### src/rtl/ines_pkg.sv
// Shared constants and types for the iNES cartridge loader.
// Holds the header magic, FSM state encodings, section lengths and the SDRAM write entry.
package ines_pkg;

  localparam logic [31:0] INES_MAGIC = 32'h1A53454E;

  localparam logic [2:0] ST_IDLE    = 3'd0;
  localparam logic [2:0] ST_HEADER  = 3'd1;
  localparam logic [2:0] ST_TRAINER = 3'd2;
  localparam logic [2:0] ST_PRG     = 3'd3;
  localparam logic [2:0] ST_CHR     = 3'd4;
  localparam logic [2:0] ST_DONE    = 3'd5;
  localparam logic [2:0] ST_ERROR   = 3'd6;

  localparam int TRAINER_LEN = 512;
  localparam int PRG_BANK    = 16384;
  localparam int CHR_BANK    = 8192;

  typedef struct packed {
    logic [21:0] addr;
    logic [7:0]  data;
  } wr_entry_t;

endpackage

### src/rtl/ines_byte_fifo.sv
// Small FIFO of pending SDRAM writes ({addr, data}) between the stream parser and the drain port.
// Pointers carry one extra wrap bit so full and empty are told apart without a counter.
module ines_byte_fifo
  import ines_pkg::*;
#(
  parameter int DEPTH = 4
) (
  input  logic      clk,
  input  logic      resetn,
  input  logic      flush,
  input  logic      push,
  input  wr_entry_t push_data,
  input  logic      pop,
  output wr_entry_t pop_data,
  output logic      full,
  output logic      empty
);

  localparam int AW = $clog2(DEPTH);
  localparam logic [AW:0] PTR_ONE = 1;

  wr_entry_t   mem [DEPTH];
  logic [AW:0] wptr;
  logic [AW:0] rptr;

  // NOTE: the storage array has no reset; the pointers alone decide which entries are live.
  always_ff @(posedge clk) begin
    if (push && !full) mem[wptr[AW-1:0]] <= push_data;
  end

  always_ff @(posedge clk or negedge resetn) begin
    if (!resetn) begin
      wptr <= '0;
      rptr <= '0;
    end else if (flush) begin
      wptr <= '0;
      rptr <= '0;
    end else begin
      if (push && !full) wptr <= wptr + PTR_ONE;
      if (pop && !empty) rptr <= rptr + PTR_ONE;
    end
  end

  assign empty    = (wptr == rptr);
  assign full     = (wptr[AW] != rptr[AW]) && (wptr[AW-1:0] == rptr[AW-1:0]);
  assign pop_data = mem[rptr[AW-1:0]];

endmodule

### src/rtl/ines_loader.sv
// Parses an iNES image streamed from iosys, writes PRG/CHR bytes to SDRAM through a req/ack
// port, and presents the decoded cartridge parameters.
module ines_loader
  import ines_pkg::*;
#(
  parameter logic [21:0] CHR_BASE       = 22'h20_0000,
  parameter int          PRG_MAX_BANKS  = 128,
  parameter int          FIFO_DEPTH     = 4,
  parameter int          PRG_BANK_BYTES = PRG_BANK,
  parameter int          CHR_BANK_BYTES = CHR_BANK
) (
  input  logic        clk,
  input  logic        resetn,
  input  logic        rom_loading,
  input  logic [7:0]  rom_do,
  input  logic        rom_do_valid,
  output logic        mem_req,
  input  logic        mem_ack,
  output logic [21:0] mem_addr,
  output logic [7:0]  mem_wdata,
  output logic        header_valid,
  output logic [7:0]  mapper,
  output logic [7:0]  prg_banks,
  output logic [7:0]  chr_banks,
  output logic        mirroring,
  output logic        battery,
  output logic        loaded,
  output logic        error
);

  logic [2:0]  state;
  logic        loading_q, valid_q;
  logic [21:0] cnt;
  logic [31:0] magic;
  logic [7:0]  prg_raw, chr_raw;
  logic [3:0]  map_lo, map_hi;
  logic        trn_raw, bat_raw, mir_raw;

  logic        load_rise, load_fall, accept, push, overflow, pop, fifo_full, fifo_empty;
  logic        active, hdr_ok;
  wr_entry_t   push_entry, head;
  logic [21:0] prg_last, chr_last;

  assign load_rise = rom_loading & ~loading_q;
  assign load_fall = ~rom_loading & loading_q;
  assign accept    = rom_do_valid & ~valid_q & ~load_rise;
  assign active    = (state == ST_HEADER) || (state == ST_TRAINER) ||
                     (state == ST_PRG)    || (state == ST_CHR);

  assign prg_last = 22'(int'(prg_banks) * PRG_BANK_BYTES - 1);
  assign chr_last = 22'(int'(chr_banks) * CHR_BANK_BYTES - 1);
  assign hdr_ok   = (magic == INES_MAGIC) && (prg_raw != 8'd0) &&
                    (int'(prg_raw) <= PRG_MAX_BANKS);

  // NOTE: every signal driven here gets a default first so no latch is inferred.
  always_comb begin
    push       = 1'b0;
    push_entry = '{addr: cnt, data: rom_do};
    if (accept && !load_fall) begin
      if (state == ST_PRG) begin
        push = 1'b1;
      end else if (state == ST_CHR) begin
        push            = 1'b1;
        push_entry.addr = CHR_BASE + cnt;
      end
    end
  end

  assign overflow = push && fifo_full;
  assign pop      = !mem_req && !fifo_empty && !load_rise;

  ines_byte_fifo #(.DEPTH(FIFO_DEPTH)) u_fifo (
    .clk      (clk),
    .resetn   (resetn),
    .flush    (load_rise),
    .push     (push),
    .push_data(push_entry),
    .pop      (pop),
    .pop_data (head),
    .full     (fifo_full),
    .empty    (fifo_empty)
  );

  always_ff @(posedge clk or negedge resetn) begin
    if (!resetn) begin
      state        <= ST_IDLE;
      loading_q    <= 1'b0;
      valid_q      <= 1'b0;
      cnt          <= '0;
      magic        <= '0;
      prg_raw      <= '0;
      chr_raw      <= '0;
      map_lo       <= '0;
      map_hi       <= '0;
      trn_raw      <= 1'b0;
      bat_raw      <= 1'b0;
      mir_raw      <= 1'b0;
      header_valid <= 1'b0;
      mapper       <= '0;
      prg_banks    <= '0;
      chr_banks    <= '0;
      mirroring    <= 1'b0;
      battery      <= 1'b0;
    end else begin
      loading_q <= rom_loading;
      valid_q   <= rom_do_valid;
      if (load_rise) begin
        state        <= ST_HEADER;
        cnt          <= '0;
        magic        <= '0;
        prg_raw      <= '0;
        chr_raw      <= '0;
        map_lo       <= '0;
        map_hi       <= '0;
        trn_raw      <= 1'b0;
        bat_raw      <= 1'b0;
        mir_raw      <= 1'b0;
        header_valid <= 1'b0;
        mapper       <= '0;
        prg_banks    <= '0;
        chr_banks    <= '0;
        mirroring    <= 1'b0;
        battery      <= 1'b0;
      end else if ((load_fall && active) || overflow) begin
        state <= ST_ERROR;
      end else if (accept) begin
        case (state)
          ST_HEADER: begin
            cnt <= cnt + 22'd1;
            case (cnt[3:0])
              4'd0, 4'd1, 4'd2, 4'd3: magic <= {rom_do, magic[31:8]};
              4'd4: prg_raw <= rom_do;
              4'd5: chr_raw <= rom_do;
              4'd6: begin
                map_lo  <= rom_do[7:4];
                trn_raw <= rom_do[2];
                bat_raw <= rom_do[1];
                mir_raw <= rom_do[0];
              end
              4'd7: map_hi <= rom_do[7:4];
              default: ;
            endcase
            if (cnt == 22'd15) begin
              cnt       <= '0;
              prg_banks <= prg_raw;
              chr_banks <= chr_raw;
              mapper    <= {map_hi, map_lo};
              mirroring <= mir_raw;
              battery   <= bat_raw;
              if (hdr_ok) begin
                header_valid <= 1'b1;
                state        <= trn_raw ? ST_TRAINER : ST_PRG;
              end else begin
                state <= ST_ERROR;
              end
            end
          end
          ST_TRAINER: begin
            cnt <= cnt + 22'd1;
            if (cnt == 22'(TRAINER_LEN - 1)) begin
              cnt   <= '0;
              state <= ST_PRG;
            end
          end
          ST_PRG: begin
            cnt <= cnt + 22'd1;
            if (cnt == prg_last) begin
              cnt   <= '0;
              state <= (chr_banks == 8'd0) ? ST_DONE : ST_CHR;
            end
          end
          ST_CHR: begin
            cnt <= cnt + 22'd1;
            if (cnt == chr_last) begin
              cnt   <= '0;
              state <= ST_DONE;
            end
          end
          default: ;
        endcase
      end
    end
  end

  // A load restart drops the in-flight request along with the FIFO contents.
  always_ff @(posedge clk or negedge resetn) begin
    if (!resetn) begin
      mem_req   <= 1'b0;
      mem_addr  <= '0;
      mem_wdata <= '0;
    end else if (load_rise) begin
      mem_req <= 1'b0;
    end else if (pop) begin
      mem_req   <= 1'b1;
      mem_addr  <= head.addr;
      mem_wdata <= head.data;
    end else if (mem_req && mem_ack) begin
      mem_req <= 1'b0;
    end
  end

  assign error  = (state == ST_ERROR);
  assign loaded = (state == ST_DONE) && fifo_empty && !mem_req && !rom_loading;

endmodule

### config.mk
export PLATFORM = sky130hd
export DESIGN_NAME = ines_loader
export DESIGN_NICKNAME = d
export VERILOG_FILES = /design/src/rtl/ines_pkg.sv /design/src/rtl/ines_byte_fifo.sv /design/src/rtl/ines_loader.sv
export SDC_FILE = /design/constraint.sdc
export NUM_CORES = 1
export LEC_CHECK = 0
export CORE_MARGIN = 5
export CORE_UTILIZATION = 45
export DETAILED_ROUTE_END_ITERATION = 7
export PLACE_DENSITY = 0.67
export REMOVE_ABC_BUFFERS = 1
export SLEW_MARGIN = 25
export SYNTH_ARGS = -nofsm -noshare
export SYNTH_HDL_FRONTEND = slang
export SYNTH_SLANG_ARGS = --single-unit
### constraint.sdc
create_clock -name clk -period 4.1 [get_ports clk]
set_input_delay 1.23 -clock clk [delete_from_list [all_inputs] [get_ports clk]]
set_output_delay 1.23 -clock clk [all_outputs]
set_load 0.02 [all_outputs]
==> metrics.txt <==
Post-synth ARST share=0.556; count of input and output buffers=72; GR peak layer=met2; cell with the largest stage delay on the worst path=clkdlybuf4s50_1; CP most frequent cell=clkdlybuf4s50_1; area delta synth->final=17.8%; Yosys cell types=57; first-pass GRT wire length=a little over 40,000 µm; met1 Use GR=0.249; R2R Setup Slk=roughly 0.73 ns; Die X=~170 µm; FF-to-FF path depth=10; GRT overflow=0; DP Worst Slack=roughly 0.24 ns; RR Endpoint=cnt[5]; initial antenna violation count=0; area leader, netlist=dfrtp_1; fin cells=about 1,400; Starting Density=0.459; Leak=between 5 and 6 nW; Hold Buf Count CTS=0; final net count=1,029; Post-route DRC=0; Worst Tran Pin Value=about 0.73 ns; Layout fillers=roughly 2,100; I/O pin count=73; crit path cell chain=clkdlybuf4s50_1 -> nand2b_1 -> nor4_1 -> clkdlybuf4s50_1; Crit path max-delay family=buffers and inverters; Yosys top cell area share=0.324; H-tree depth=1; Setup CP Type=in -> out; hold_ws=about 0.47 ns; CTS tree=built; Synth top cells by count=nand2_1 (166), dfrtp_1 (150), edfxtp_1 (120); Final Hold Fails=0; Worst Hold Path Cells=2; Iteration-0 DRC Markers=518; RSZ-0062 raised after global routing=false; GR Util met2=0.275; Post-Route Skew=0.0165 ns; Hold Path End=magic[5]; synthesized area=around 0.012 mm²; final WL=24,100 µm; final period utilization=0.934; Max Cap Viol=0; vias in the first global route=7,445; Rows=58; Worst Hold Class=reg -> reg; post-CTS setup buffer count=0; data arrival time of the critical path=between 2 and 3 ns; Req. time, crit path=between 2 and 3 ns; CP Capture Type=output pin; Yosys reg bits=270; syn avg cell area=between 10 and 15 µm²; DPL Wire Length=16,000 µm; root buffer cell=clkbuf_16; n_diodes=0; core area=roughly 0.025 mm²; f_max=~0.26 GHz; Setup-failing EPs final=0; total CTS buffers=29; Avg WL per Cell=~18 µm; synth warn=0; worst skew pair latency=0.53 ns; routed vias/inst=around 5.4; die height=171 µm; largest cells by area after synthesis=dfrtp_1 (32%), edfxtp_1 (31%), mux4_2 (5.8%); final count of pins violating max slew=0; Power Dens Cells=about 570 mW/mm²; Post-synth EDFFs=120; Slew HR=0.514; post_cts resized=0; dpl cells=between 1,000 and 1,500; share of layout cells above drive strength 1=0.139; max incr delay on CP=about 0.64 ns; outcome=completed; minimum clock period=3.83 ns; Seq/Total Area, Yosys=0.635; Die ar.=a little under 0.03 mm²; gp weighted congestion=about 0.82; Worst Slack Setup Final=about 0.27 ns; Routed Antenna Nets=0; worst r2r src=chr_banks[0]; Setup crit start kind=input port; largest net degree at the start of global routing=66; setup tns final=0 ns; CP bufs+invs=2; via count=7,304; Gate Count Post-Synth=between 900 and 1,000; Clock Path Buffers=3; clock sinks=270; HP Start=magic[5]; met3 GRT Util=0.0240; critical path peak fanout=2; TritonRoute pass-1 iters=6; Clock Pin Slew Worst Setup and Hold Paths=roughly 0.050 ns; Synth Flop Type=dfrtp_1; post-layout util=0.541; VDD IR max=around 0.00028 V; Tot GR Track Use=0.170; most common cell in the netlist=nand2_1
[cells by family after synthesis]
| kind of cell | Yosys count | share of synthesized area |
|---|---|---|
| compound gates | 168 | 0.0851 |
| xor+xnor | 31 | 0.0234 |
| fa+ha+maj | 11 | 0.0119 |
| buf+inv | 64 | 0.0223 |
| flops | 270 | 0.635 |
| mux | 65 | 0.0921 |
| simple gates | 316 | 0.131 |
[metal layers]
layer  part of all wire  vias up
li1                   -     3514
met1               0.46     3619
met2               0.48      134
met3              0.043       37
met4              0.016        0
met5                  0        -
[metrics by stage]
stage	instance area (µm²)	power (mW)
2_1_floorplan	11400	4.73
3_3_place_gp	12700	5.45
3_5_place_dp	12800	5.49
4_1_cts	13600	7.89
5_1_grt	13700	8.22
6_report	13700	7.80
[report_power, final]
| group | leakage [nW] | internal [mW] | total, mW | switching, mW |
|---|---|---|---|---|
| Combinational | 1.87 | 1.02 | 2.03 | 1.01 |
| Clock | 0.429 | 1.39 | 2.39 | 0.991 |
| Sequential | 3.14 | 3.16 | 3.38 | 0.217 |
[placed cells by master, fill, tap and decap left out, types with 3 or more instances in the layout]
cell and count:
nand2_1 166, nor2_1 36, clkbuf_1 10, and3_1 6, nand2b_1 8, buf_4 22
or2_2 3, clkdlybuf4s50_1 71, buf_12 3, clkbuf_16 29, xnor2_1 17, mux2_2 31
a21o_1 17, or4_1 3, nand3_1 14, nor3b_1 9, nor4_1 17, nor2b_1 3
clkinv_2 6, a21oi_2 3, mux4_2 30, a21oi_1 35, and2_1 7, edfxtp_1 120
ha_1 11, nor4bb_1 3, o21ai_0 89, dfrtp_1 149, nor4b_1 3, nand4_1 6
o31ai_1 4, clkinv_1 5, nand3b_1 3, xor2_1 14, inv_1 16, a22o_1 3
nor3_1 17
[flip-flops by register name, summed over array words and instances (netlist names), 8 cells and up]
name and count:
mem_addr 22, cnt 22, magic 32, prg_banks 8
mem_wdata 8, chr_banks 8, chr_raw 8, prg_raw 8
u_fifo.mem 120, mapper 8
[tightest hold or removal path, cell delays in order, from the launching register on]
cell,delay [ns]
dfrtp_1,0.33
nand2_1,0.05
o21ai_0,0.06
[worst max-delay path by stage]
stage,from,end,slack [ns],cells past startpoint
after floorplan,rom_loading,magic[0],-0.36,4
after global placement,rom_loading,loaded,0.25,4
after detailed placement,rom_loading,loaded,0.24,4
after CTS,rom_loading,loaded,0.24,4
after global routing,rom_loading,loaded,0.17,4
final,rom_loading,loaded,0.27,4
[area by class of cell]
class | instances | area (µm²) | share of cell area
Multi-Input combinational cell | 591 | 4000 | 0.293
Sequential cell | 270 | 7360 | 0.539
Timing Repair Buffer | 97 | 947 | 0.0694
Clock inverter | 12 | 78.8 | 0.00577
Inverter | 16 | 60.1 | 0.00440
Tap cell | 330 | 413 | 0.0302
Clock buffer | 41 | 791 | 0.0579
Note: power is estimated with default switching activity, not from simulation.
